$ cat src/rtl/fp16_pkg.sv
// Shared binary16 format constants, types and unpack helpers for the FP adder front end.
package fp16_pkg;

    localparam int EXP_W     = 5;
    localparam int FRAC_W    = 10;
    localparam int MAN_W     = 16;
    localparam logic [EXP_W-1:0] EXP_MAX = 5'd31;
    localparam int SHIFT_SAT = 14;

    typedef struct packed {
        logic              sign;
        logic [EXP_W-1:0]  exp;
        logic [FRAC_W-1:0] frac;
    } fp16_t;

    typedef logic [MAN_W-1:0] man_t;

    typedef struct packed {
        logic             sign;
        logic [EXP_W-1:0] exp;
        man_t             man_l;
        man_t             man_s;
        logic [EXP_W-1:0] d;
        logic             eff_sub;
        logic             special;
        logic             nan;
    } align_s1_t;

    // Word layout {2'b00, hidden, frac, G, R, S}
    function automatic man_t unpack_man(input fp16_t x);
        return {2'b00, (x.exp != '0), x.frac, 3'b000};
    endfunction

    function automatic logic [EXP_W-1:0] eff_exp(input fp16_t x);
        return (x.exp == '0) ? 5'd1 : x.exp;
    endfunction

endpackage

$ cat src/rtl/fp16_rshift_sticky.sv
// Combinational significand right shifter with saturation; the sticky bit is
// collected only when FP16_ALIGN_STICKY_EN is defined, otherwise it is tied to 0.
module fp16_rshift_sticky
    import fp16_pkg::*;
(
    input  man_t             din,
    input  logic [EXP_W-1:0] d,
    output man_t             dout
);

    localparam logic [EXP_W-1:0] SAT = EXP_W'(SHIFT_SAT);

    man_t shifted;
    man_t lost_mask;
    logic s;

    always_comb begin
        shifted   = din >> d;
        lost_mask = ~(man_t'('1) << d);
`ifdef FP16_ALIGN_STICKY_EN
        // The S slot absorbs whatever lands in it plus everything pushed past it
        s = (|(din & lost_mask)) | shifted[0];
`else
        s = 1'b0;
`endif
        dout = '0;
        if (d >= SAT) begin
            dout[0] = s;
        end else begin
            dout = {shifted[MAN_W-1:1], s};
        end
    end

endmodule

$ cat src/rtl/fp16_align.sv
// Two-stage valid/ready operand alignment front end for the binary16 adder.
// Build option: FP16_ALIGN_STICKY_EN enables sticky collection in the shifter.
module fp16_align
    import fp16_pkg::*;
(
    input  logic        clk,
    input  logic        rst,
    input  logic        in_valid,
    output logic        in_ready,
    input  logic [15:0] in_a,
    input  logic [15:0] in_b,
    input  logic        in_sub,
    output logic        out_valid,
    input  logic        out_ready,
    output logic [15:0] out_a,
    output logic [15:0] out_b,
    output logic        out_ci,
    output logic [4:0]  out_exp,
    output logic        out_sign,
    output logic        out_special,
    output logic        out_nan
);

    fp16_t     a, b, lg, sm;
    align_s1_t s1, s1_nx;
    logic      s1_valid;
    logic      s1_en, s2_en;
    logic      sb_eff, swap, sg_l, sg_s;
    logic      nan_a, nan_b, inf_a, inf_b;
    man_t      aligned;

    assign a = in_a;
    assign b = in_b;

    assign s2_en    = !out_valid || out_ready;
    assign s1_en    = !s1_valid || s2_en;
    assign in_ready = s1_en;

    always_comb begin
        sb_eff = b.sign ^ in_sub;
        // Ties keep A as the larger operand
        swap   = {b.exp, b.frac} > {a.exp, a.frac};
        lg     = swap ? b : a;
        sm     = swap ? a : b;
        sg_l   = swap ? sb_eff : a.sign;
        sg_s   = swap ? a.sign : sb_eff;
        nan_a  = (a.exp == EXP_MAX) && (a.frac != '0);
        nan_b  = (b.exp == EXP_MAX) && (b.frac != '0);
        inf_a  = (a.exp == EXP_MAX) && (a.frac == '0);
        inf_b  = (b.exp == EXP_MAX) && (b.frac == '0);

        s1_nx         = '0;
        s1_nx.sign    = sg_l;
        s1_nx.exp     = eff_exp(lg);
        s1_nx.man_l   = unpack_man(lg);
        s1_nx.man_s   = unpack_man(sm);
        s1_nx.d       = eff_exp(lg) - eff_exp(sm);
        s1_nx.eff_sub = sg_l ^ sg_s;
        s1_nx.special = (a.exp == EXP_MAX) || (b.exp == EXP_MAX);
        s1_nx.nan     = nan_a || nan_b || (inf_a && inf_b && (sg_l ^ sg_s));
    end

    fp16_rshift_sticky u_shift (
        .din  (s1.man_s),
        .d    (s1.d),
        .dout (aligned)
    );

    always_ff @(posedge clk) begin
        if (rst) begin
            s1_valid    <= 1'b0;
            s1          <= '0;
            out_valid   <= 1'b0;
            out_a       <= '0;
            out_b       <= '0;
            out_ci      <= 1'b0;
            out_exp     <= '0;
            out_sign    <= 1'b0;
            out_special <= 1'b0;
            out_nan     <= 1'b0;
        end else begin
            if (s1_en) begin
                s1_valid <= in_valid;
                if (in_valid) begin
                    s1 <= s1_nx;
                end
            end
            if (s2_en) begin
                out_valid <= s1_valid;
                if (s1_valid) begin
                    out_a       <= s1.man_l;
                    out_b       <= s1.eff_sub ? ~aligned : aligned;
                    out_ci      <= s1.eff_sub;
                    out_exp     <= s1.exp;
                    out_sign    <= s1.sign;
                    out_special <= s1.special;
                    out_nan     <= s1.nan;
                end
            end
        end
    end

endmodule

$ cat config.mk
export PLATFORM = sky130hd
export DESIGN_NAME = fp16_align
export DESIGN_NICKNAME = d
export VERILOG_FILES = /design/src/rtl/fp16_pkg.sv /design/src/rtl/fp16_rshift_sticky.sv /design/src/rtl/fp16_align.sv
export SDC_FILE = /design/constraint.sdc
export NUM_CORES = 1
export LEC_CHECK = 0
export CORE_ASPECT_RATIO = 1.5
export CORE_MARGIN = 1.5
export CORE_UTILIZATION = 45
export CTS_CLUSTER_DIAMETER = 120
export DETAILED_ROUTE_END_ITERATION = 8
export PLACE_DENSITY = 0.71
export SLEW_MARGIN = 20
export SYNTH_ARGS = -nofsm -noshare
export SYNTH_HDL_FRONTEND = slang
export SYNTH_SLANG_ARGS = --single-unit
$ cat constraint.sdc
create_clock -name clk -period 3.64 [get_ports clk]
set_input_delay 0.364 -clock clk [delete_from_list [all_inputs] [get_ports clk]]
set_output_delay 0.364 -clock clk [all_outputs]
set_load 0.02 [all_outputs]
=== Word level (Yosys, flattened, before mapping) ===
Cells that the tools add are included.

* Bits of input ports: 37
* Output and inout bits: 43
* Bits in writable memories: 0
* Bits in read-only memories: 0
* Latch bits: 0
* Flip-flop bits (word level): 74
* Logic and storage cells: 57
* Memories: 0

* $lt $le $gt $ge: 2
* Divide/modulo/power cells: 0
* Reductions and logical operators: 23
* $mul: 0
* Bitwise operators: 3
* Muxes and demuxes: 8
* $add $sub $neg: 1
* Eq/ne operators: 2
* Shift-type cells: 1

{| class="wikitable"
|+ Operator list
! kind !! count
|-
| $mux W15 || 3
|-
| $logic_not A10 Y1 || 2
|-
| $reduce_bool A10 Y1 || 2
|-
| $mux W16 || 1
|-
| $not A16 Y16 || 1
|-
| $shr A14 B5 Y16 || 1
|-
| $gt A15 B15 Y1 || 1
|-
| $eq A5 B5 Y1 const B || 2
|-
| $logic_not A5 Y1 || 2
|-
| $mux W5 || 2
|-
| $reduce_bool A5 Y1 || 2
|-
| $logic_and A1 B1 Y1 || 6
|-
| $ge A5 B4 Y1 const B || 1
|-
| $logic_or A1 B1 Y1 || 5
|-
| $sub A5 B5 Y5 || 1
|-
| $reduce_and A2 Y1 || 2
|-
| $logic_not A1 Y1 || 2
|-
| $mux W1 || 2
|-
| $xor A1 B1 Y1 || 2
|}

=== Depth between registers and ports, before layout ===
Gate-level depths: netlist of the first run.

* Word-level depth: 5
* Gate-level depth with buffers: 16
* Gate-level depth less buffers: 14

=== Cells and area by module ===
A second synthesis of the first run with hierarchy kept.

* Cell total of the unflattened synthesis: 531
* Area total of the unflattened synthesis: 4,510.6 sq um

{| class="wikitable"
|+ Modules (own cells, without submodules)
! module !! area an instance (sq um) !! cells an instance !! sequential area each (sq um) !! instances
|-
| fp16_align || 3,916.3 || 463 || 1,481.4 || 1
|-
| fp16_rshift_sticky || 594.3 || 68 || 0.0 || 1
|}

=== Worst setup path after synthesis of the first run ===
No wires, ideal clock.

* Path type: in2reg
* From: input port in_a[14]
* To: register s1[7] (netlist bit)
* Cell stages on the path: 15
* Arrival: 3.025 ns
* Data required time: 3.570 ns
* Path slack: 0.544 ns
* Setup time: 0.070 ns
* Path buffers: 1
* Cell sequence: inv_1 > ha_1 > nand4_1 > nor2_1 > o21ai_0 > a21oi_1 > buf_2 > mux2_2 > ha_1 > fa_1 > nor2b_1 > o21a_1 > nor3_1 > nand3b_1 > a21oi_1

* Longest elaborated chain between the ends: 5
* Elaborated cells between the ends (all ways): 8
* Classes of those cells: add/sub (1); order compare (1); mux (4); reduce/logical (2)

{| class="wikitable"
|+ Ends and longest elaborated chain
! what !! line !! source
|-
| from (decl) || fp16_align.sv:10 || <nowiki>input logic [15:0] in_a,</nowiki>
|-
| $gt A15 B15 Y1 || fp16_align.sv:42 || <nowiki>swap = {b.exp, b.frac} > {a.exp, a.frac};</nowiki>
|-
| $mux W15 (on tied branches) || fp16_align.sv:43, fp16_align.sv:44 ||
|-
| $logic_not A5 Y1 || fp16_pkg.sv:35 || <nowiki>return (x.exp == '0) ? 5'd1 : x.exp;</nowiki>
|-
| $mux W5 || fp16_pkg.sv:35 ||
|-
| $sub A5 B5 Y5 * || fp16_align.sv:57 || <nowiki>s1_nx.d = eff_exp(lg) - eff_exp(sm);</nowiki>
|-
| to (signal assigned) || fp16_align.sv:85 || <nowiki>s1 <= s1_nx;</nowiki>
|-
| to (decl) || fp16_align.sv:25 || <nowiki>align_s1_t s1, s1_nx;</nowiki>
|}

Mark *: on every way between the ends. The rest lies on a longest branch, timed or not.
A chain may end at the register's enable or synchronous reset.

==> summary.md, run 1 <==
| Metric | Value |
|---|---|
| FILL cells | `922` |
| Combinational Power Share | `0.240` |
| Fmax | `290 MHz` |
| Int Pwr | `0.00159 W` |
| Area Overhead vs Synth | `25.1%` |
| Mapped Area | `4390 sq um` |
| Root Buffer Master | `clkbuf_16` |
| Post-route DRC | `0` |
| Final setup vio count | `0` |
| Final Power | `0.00232 W` |
| Setup Buffers After CTS | `0` |
| CTS Hold Bufs | `0` |
| Leakage | `2.03 nW` |
| Clock H-tree levels | `3` |
| Average cell area after synthesis | `8.49 sq um` |
| Setup Crit Path Kind | `primary input to register` |
| Placer Congestion | `0.879` |
| Initial antenna violation count | `0` |
| Crit path largest cell delay | `530 ps` |
| Crit-path slowest cell | `clkdlybuf4s50_1` |
| Crit start category | `primary input` |
| Layout cell share with drive strength beyond 1 | `0.109` |
| Core area | `9580 sq um` |
| CP Launch Point | `in_a[10]` |
| Final core utilization | `0.573` |
| I/O Pins | `80` |
| Post-Layout Inst Area | `5490 sq um` |
| CP arrival | `3710 ps` |
| Multi-input gate area | `2640 sq um` |
| Die width | `83.6 um` |
| Total wire length | `12.9 mm` |
| Sequential Power Share | `0.397` |
| Overflow after GRT | `0` |
| Die Height | `124 um` |
| DP HPWL | `9.72 mm` |
| Placed inst area | `5210 sq um` |
| Mapped Cells | `517` |
| Reg clk slew, reported paths | `60 ps` |
| Sw Ratio | `0.315` |
| HP Class | `primary input to register` |
| Fin crit share | `0.947` |
| Area leader, netlist | `dfxtp_1` |
| Ant diodes | `0` |
| Register area share after synthesis | `0.324` |
| Gr usage total | `0.254` |
| Commonest non-fill, non-tap cell in the layout | `nand2_1` |
| Worst path cell trace | `clkdlybuf4s50_1 > inv_1 > ha_1 > nand2_1 > o21ai_1 > a211oi_2 > a21oi_1 > buf_4 > mux2_2 > ha_1 > nor2b_1 > o21a_1 > o21ai_0 > nand3b_1 > a21oi_1` |
| Final hold vios | `0` |
| Synth Register Bits | `71` |
| Reg2Reg Capture Point | `out_b[1]$_SDFFE_PP0P_` |
| Max-cap violations | `0` |
| R2R Setup Slk | `1390 ps` |
| Unrepaired setup endpoints after global routing | `false` |
| Clock power frac | `0.363` |
| Post-CTS Resized | `0` |
| Num rows | `44` |
| Post-synth top flop | `dfxtp_1` |
| Max IR drop VDD | `0.296 mV` |
| R2R cell count | `5` |
| Most frequent cells in the layout | `nand2_1, clkdlybuf4s50_1, dfxtp_1` |
| Pwr/cell area | `422 nW/um^2` |
| Asr flop ratio synth | `0` |
| Clock tree sinks | `71` |
| Via-per-instance ratio | `5.94` |
| Clock buffer depth | `2` |
| Die Area | `10400 sq um` |
| Worst clock skew | `5.74 ps` |
| FF-to-FF Start | `s1[3]$_SDFFE_PP0P_` |
| Worst min-delay path startpoint | `rst` |
| Routed Antenna Nets | `0` |
| Largest net degree at the start of global routing | `54` |
| CP endpoint kind | `register` |
| Worst skew pair latency | `340 ps` |
| Top post-synthesis cells by area | `dfxtp_1, nand2_1, ha_1` |
| Place WS | `-137 ps` |
| Number of distinct library cells after synthesis | `60` |
| Levels on crit path | `15` |
| CTS tree | `done` |
| Pins over their slew limit | `0` |
| Critical Path RT | `3910 ps` |
| Worst Slack Setup Final | `193 ps` |
| CP Max Fanout | `9` |
| Top cell type's share of synthesized area | `0.324` |
| Buffers on Ports | `74` |
| Starting Density | `0.458` |
| FF+latch area | `1420 sq um` |
| Vias | `4175` |
| Hold Path Cell Cnt | `4` |
| Worst Hold Endpoint | `out_b[7]$_SDFFE_PP0P_` |
| Final Critical Period | `3450 ps` |
| CP bufs+invs | `3` |
| Synth warn | `0` |
| NetSw | `0.000730 W` |
| CP delay by family, top | `compound AO/OA/AOI/OAI gates` |
| DRT iter0 DRCs | `209` |
| Wirelength per Cell | `18.4 um` |
| CTS buffer count | `9` |
| Post-synth EDFFs | `0` |
| Drt pass-1 iters | `4` |
| Slew HR | `0.460` |
| First-pass GRT wire length | `20.6 mm` |
| Number of global-route vias before repair | `4120` |
| Worst-margin pin slew | `810 ps` |
| Status | `finished clean` |
| Final net count | `640` |
-- layout make-up --
cell class | instances | share of cell area
Clock buffer | 10 | 0.0435
Clock inverter | 6 | 0.00820
Inverter | 19 | 0.0130
Multi-Input combinational cell | 382 | 0.481
Sequential cell | 71 | 0.259
Tap cell | 115 | 0.0262
Timing Repair Buffer | 100 | 0.170
-- kinds of logic after synthesis --
group | share of synthesized area
AO/OA/AOI/OAI | 0.228
flip-flops | 0.324
AND/OR/NAND/NOR | 0.181
other | 0.000855
buffers and inverters | 0.0778
adder cells (fa/ha/maj) | 0.0587
multiplexers | 0.103
XOR/XNOR | 0.0259
-- per-stage QoR --
stage                     std cells  TNS (ps)  hold slack [ps]
after floorplan                 521         0              432
after global placement          687     -89.5              446
after detailed placement        687      -175              448
after CTS                       703         0              402
after global routing            703         0              435
final                           703         0              404
-- how the worst max path moves through the flow --
stage | endpoint | slack [ps]
final | s1[7]$_SDFFE_PP0P_ | 190
after global routing | s1[7]$_SDFFE_PP0P_ | 20
after CTS | s1[7]$_SDFFE_PP0P_ | 210
after detailed placement | s1[7]$_SDFFE_PP0P_ | -140
after global placement | s1[7]$_SDFFE_PP0P_ | -90
after floorplan | s1[7]$_SDFFE_PP0P_ | 540
-- registers in the layout (all words and copies together), names as in the netlist --
name,cells
out_nan,1
out_special,1
s1_valid,1
out_b,14
out_sign,1
s1,36
out_valid,1
out_exp,5
out_a,11
-- layer usage --
metal	wire length (um)	share of wire	GRT usage
met1	4980	0.39	0.274
met2	6850	0.53	0.484
met3	692	0.054	0.0484
met4	391	0.030	0.110
met5	0	0	0
-- cell usage after synthesis (11+ instances only) --
library cell	number
nand2_1	88
inv_1	19
mux2i_1	16
a211oi_1	25
clkbuf_1	21
dfxtp_1	71
buf_2	11
nor3_1	17
ha_1	19
o211ai_1	26
nor2_1	23
a221o_1	11
buf_4	11
a21oi_1	41
-- power groups by stage --
stage	Clock [W]	Combinational (W)	Sequential (W)
floorplan	0	0.000394	0.000906
global placement	0	0.000546	0.000935
detailed placement	0	0.000553	0.000938
CTS	0.000849	0.000556	0.000921
global route	0.000887	0.000608	0.000931
finish	0.000841	0.000557	0.000922
-- worst reg2reg max path: stages, from the launching register on --
cell      delay [ps]
dfxtp_1          660
mux4_2           590
a221oi_1         310
a21oi_1          100
mux2i_1          160
a311o_2          310
(Power assumes the default switching activity.)
==> inputs of run 2 (changes only) <==
--- a/config.mk
+++ b/config.mk
@@ -14,4 +14,5 @@
 export SLEW_MARGIN = 20
 export SYNTH_ARGS = -nofsm -noshare
 export SYNTH_HDL_FRONTEND = slang
+export SYNTH_HIERARCHICAL = 1
 export SYNTH_SLANG_ARGS = --single-unit
==> run 2 against run 1 <==
Die area grew 2.7%. Sequential cell count grew 3. Routed wire length shrank 0.94%. Area after synthesis grew 2.8%. Power grew 8.2%. Worst hold slack gained 51 ps. Clock power grew 9.2%. Sequential power grew 2.6%. Clock skew grew 0.70 ps. Combinational power grew 16%. Largest cell class unchanged. Largest power group unchanged. Highest routed layer unchanged.
==> summary.md, run 2 <==
| Metric | Value |
|---|---|
| Worst clock skew | `6.44 ps (+0.698 ps)` |
| Synth Register Bits | `74 (+4.2%)` |
| R2R cell count | `6 (+1)` |
| Leakage | `2.15 nW (+5.7%)` |
| Combinational Power Share | `0.257 (+0.017)` |
| Pwr/cell area | `434 nW/um^2 (+2.7%)` |
| Wirelength per Cell | `17.3 um (-6.0%)` |
| Starting Density | `0.466 (+0.00745)` |
| Post-route DRC | `0 (unchanged)` |
| Worst Hold Slack | `455 ps (+50.8 ps)` |
| Largest net degree at the start of global routing | `53 (-1.9%)` |
| Most frequent cells in the layout | `nand2_1, dfxtp_1, clkdlybuf4s50_1` |
| Num rows | `44 (unchanged)` |
| CTS Hold Bufs | `0 (unchanged)` |
| Fmax | `298 MHz (+2.8%)` |
| Setup Crit Path Kind | `primary input to register` |
| Area leader, netlist | `dfxtp_1` |
| Fin crit share | `0.922 (-0.0254)` |
| Status | `finished clean` |
| Die width | `84.7 um (+1.3%)` |
| FF-to-FF Start | `s1[4]$_SDFFE_PP0P_` |
| CTS tree | `done` |
| Total wire length | `12.8 mm (-0.94%)` |
| Number of global-route vias before repair | `4353 (+5.7%)` |
| FILL cells | `886 (-3.9%)` |
| Setup Buffers After CTS | `0 (unchanged)` |
| Buffers on Ports | `74 (unchanged)` |
| Clock H-tree levels | `3 (unchanged)` |
| Average cell area after synthesis | `8.49 sq um (about the same)` |
| Number of distinct library cells after synthesis | `60 (unchanged)` |
| Ant diodes | `0 (unchanged)` |
| Vias | `4283 (+2.6%)` |
| Post-CTS Resized | `0 (unchanged)` |
| Final Power | `0.00251 W (+8.2%)` |
| Worst path cell trace | `clkdlybuf4s50_1 > inv_1 > ha_1 > nand2_1 > o21ai_0 > o21ai_2 > a21oi_2 > mux2_2 > fa_1 > a21o_1 > a21oi_1 > xnor2_1 > nand2_1 > a21oi_1` |
| HP Class | `register to register` |
| Via-per-instance ratio | `5.78 (-2.7%)` |
| Register with the highest flop count | `s1` |
| CP delay by family, top | `compound AO/OA/AOI/OAI gates` |
| CP bufs+invs | `2 (-1)` |
| Sequential Power Share | `0.377 (-0.020)` |
| Max IR drop VDD | `0.341 mV (+15%)` |
| Layout cell share with drive strength beyond 1 | `0.129 (+0.0205)` |
| Overflow after GRT | `0 (unchanged)` |
| Crit-path slowest cell | `clkdlybuf4s50_1` |
| Crit path largest cell delay | `480 ps (-50 ps)` |
| I/O Pins | `80 (unchanged)` |
| Final hold vios | `0 (unchanged)` |
| Dpl cells | `725 (+5.5%)` |
| Synth top cells by count | `nand2_1, dfxtp_1, a21oi_1` |
| Top post-synthesis cells by area | `dfxtp_1, nand2_1, a211oi_1` |
| Pins over their slew limit | `0 (unchanged)` |
| Routed Antenna Nets | `0 (unchanged)` |
| Register area share after synthesis | `0.328 (+0.00451)` |
| Die Area | `10600 sq um (+2.7%)` |
| Reg clk slew, reported paths | `60 ps (about the same)` |
| CP Launch Point | `in_a[6]` |
| Mapped Area | `4510 sq um (+2.8%)` |
| Area Overhead vs Synth | `28.2%` |
| CP Max Fanout | `4 (-5)` |
| Clock buffer depth | `2 (unchanged)` |
| Post-synth top flop | `dfxtp_1` |
| Worst min-delay path startpoint | `out_ci$_SDFFE_PP0P_` |
| NetSw | `0.000786 W (+7.7%)` |
| Initial antenna violation count | `0 (unchanged)` |
| Commonest non-fill, non-tap cell in the layout | `nand2_1` |
| Gr usage total | `0.248 (-0.00693)` |
| Mapped Cells | `531 (+2.7%)` |
| R2R Setup Slk | `1400 ps (about the same)` |
| Slew HR | `0.329 (-0.131)` |
| Max-cap violations | `0 (unchanged)` |
| DP HPWL | `9.93 mm (+2.2%)` |
| Clock tree sinks | `74 (+4.2%)` |
| CP endpoint kind | `register` |
| Hold Path Cell Cnt | `2 (-2)` |
| Most numerous cell in the Yosys netlist | `nand2_1` |
| Final setup vio count | `0 (unchanged)` |
| Int Pwr | `0.00172 W (+8.4%)` |
| Root Buffer Master | `clkbuf_16` |
| Worst skew pair latency | `340 ps (about the same)` |
| Core area | `9690 sq um (+1.1%)` |
| Largest registers | `s1 x36, out_b x16, out_a x11` |
| Sw Ratio | `0.313 (-0.00147)` |
| Synth warn | `6 (+6)` |
| Worst Slack Setup Final | `286 ps (+92.4 ps)` |
| Crit start category | `primary input` |
| Worst-margin pin slew | `999 ps (+188 ps)` |
| Final net count | `678 (+5.9%)` |
| Placer Congestion | `0.908 (+3.3%)` |
| DRT iter0 DRCs | `180 (-14%)` |
| Place WS | `-64.1 ps (+72.9 ps)` |
| Drt pass-1 iters | `8 (+4)` |
| Asr flop ratio synth | `0 (unchanged)` |
| Max reg flops | `36 (unchanged)` |
| Critical Path RT | `3910 ps (about the same)` |
| Post-synth EDFFs | `0 (unchanged)` |
| Final Critical Period | `3350 ps (-92.4 ps)` |
| First-pass GRT wire length | `21.1 mm (+2.3%)` |
| Die Height | `126 um (+1.4%)` |
| Non-filler cells, final | `741 (+5.4%)` |
| Worst Hold Endpoint | `out_ci$_SDFFE_PP0P_` |
| CTS buffer count | `9 (unchanged)` |
| CP arrival | `3620 ps (-90 ps)` |
| Clock power frac | `0.366 (+0.003)` |
| Reg2Reg Capture Point | `out_b[2]$_SDFFE_PP0P_` |
| Unrepaired setup endpoints after global routing | `false` |
| Final core utilization | `0.597 (+0.0237)` |
| Top cell type's share of synthesized area | `0.328 (+0.00451)` |
==> run 2: worst reg2reg max path, cell delays in order (launching register included) <==
cell and delay (ps):
dfxtp_1 610, buf_4 270, mux4_2 560, a22oi_1 230
o21ai_1 110, xnor2_1 130, a211oi_1 240
==> run 2: layer usage <==
layer	wire length, um	GRT usage
met1	4800	0.266
met4	639	0.168
met3	543	0.0236
met5	0	0
met2	6810	0.450
==> run 2: how the worst max path moves through the flow <==
stage,end,depth (start not counted)
2_1_floorplan,s1[7]$_SDFFE_PP0P_,17
3_3_place_gp,s1[7]$_SDFFE_PP0P_,14
3_5_place_dp,s1[7]$_SDFFE_PP0P_,14
4_1_cts,s1[7]$_SDFFE_PP0P_,14
5_1_grt,s1[7]$_SDFFE_PP0P_,14
6_report,s1[7]$_SDFFE_PP0P_,14
==> run 2: power by group through the flow <==
stage | clock network [W] | logic [W] | registers [W]
2_1_floorplan | 0 | 0.000438 | 0.000949
3_3_place_gp | 0 | 0.000630 | 0.000962
5_1_grt | 0.000960 | 0.000709 | 0.000956
3_5_place_dp | 0 | 0.000643 | 0.000965
6_report | 0.000918 | 0.000646 | 0.000946
4_1_cts | 0.000930 | 0.000645 | 0.000947
==> run 2: layout make-up <==
cell class              instances  area (sq um)  share of cell area
well taps                     115           144              0.0249
repair buffers                113          1030               0.178
flip-flops and latches         74          1480               0.256
multi-input cells             405          2760               0.476
clock buffers                   9           225              0.0389
clock inverters                 7          82.6              0.0143
inverters                      18          67.6              0.0117
==> run 2: logic make-up after synthesis <==
group / share of synthesized area
AND/OR/NAND/NOR: 0.184
AO/OA/AOI/OAI: 0.228
flip-flops: 0.328
buffers and inverters: 0.0727
multiplexers: 0.0888
adder cells (fa/ha/maj): 0.0571
XOR/XNOR: 0.0388
other: 0.00166
==> run 2: through the flow <==
stage	area, sq um	setup TNS [ps]
after floorplan	4560	0
after global placement	5480	0
after detailed placement	5480	-64.1
after CTS	5780	0
after global routing	5780	0
final	5780	0
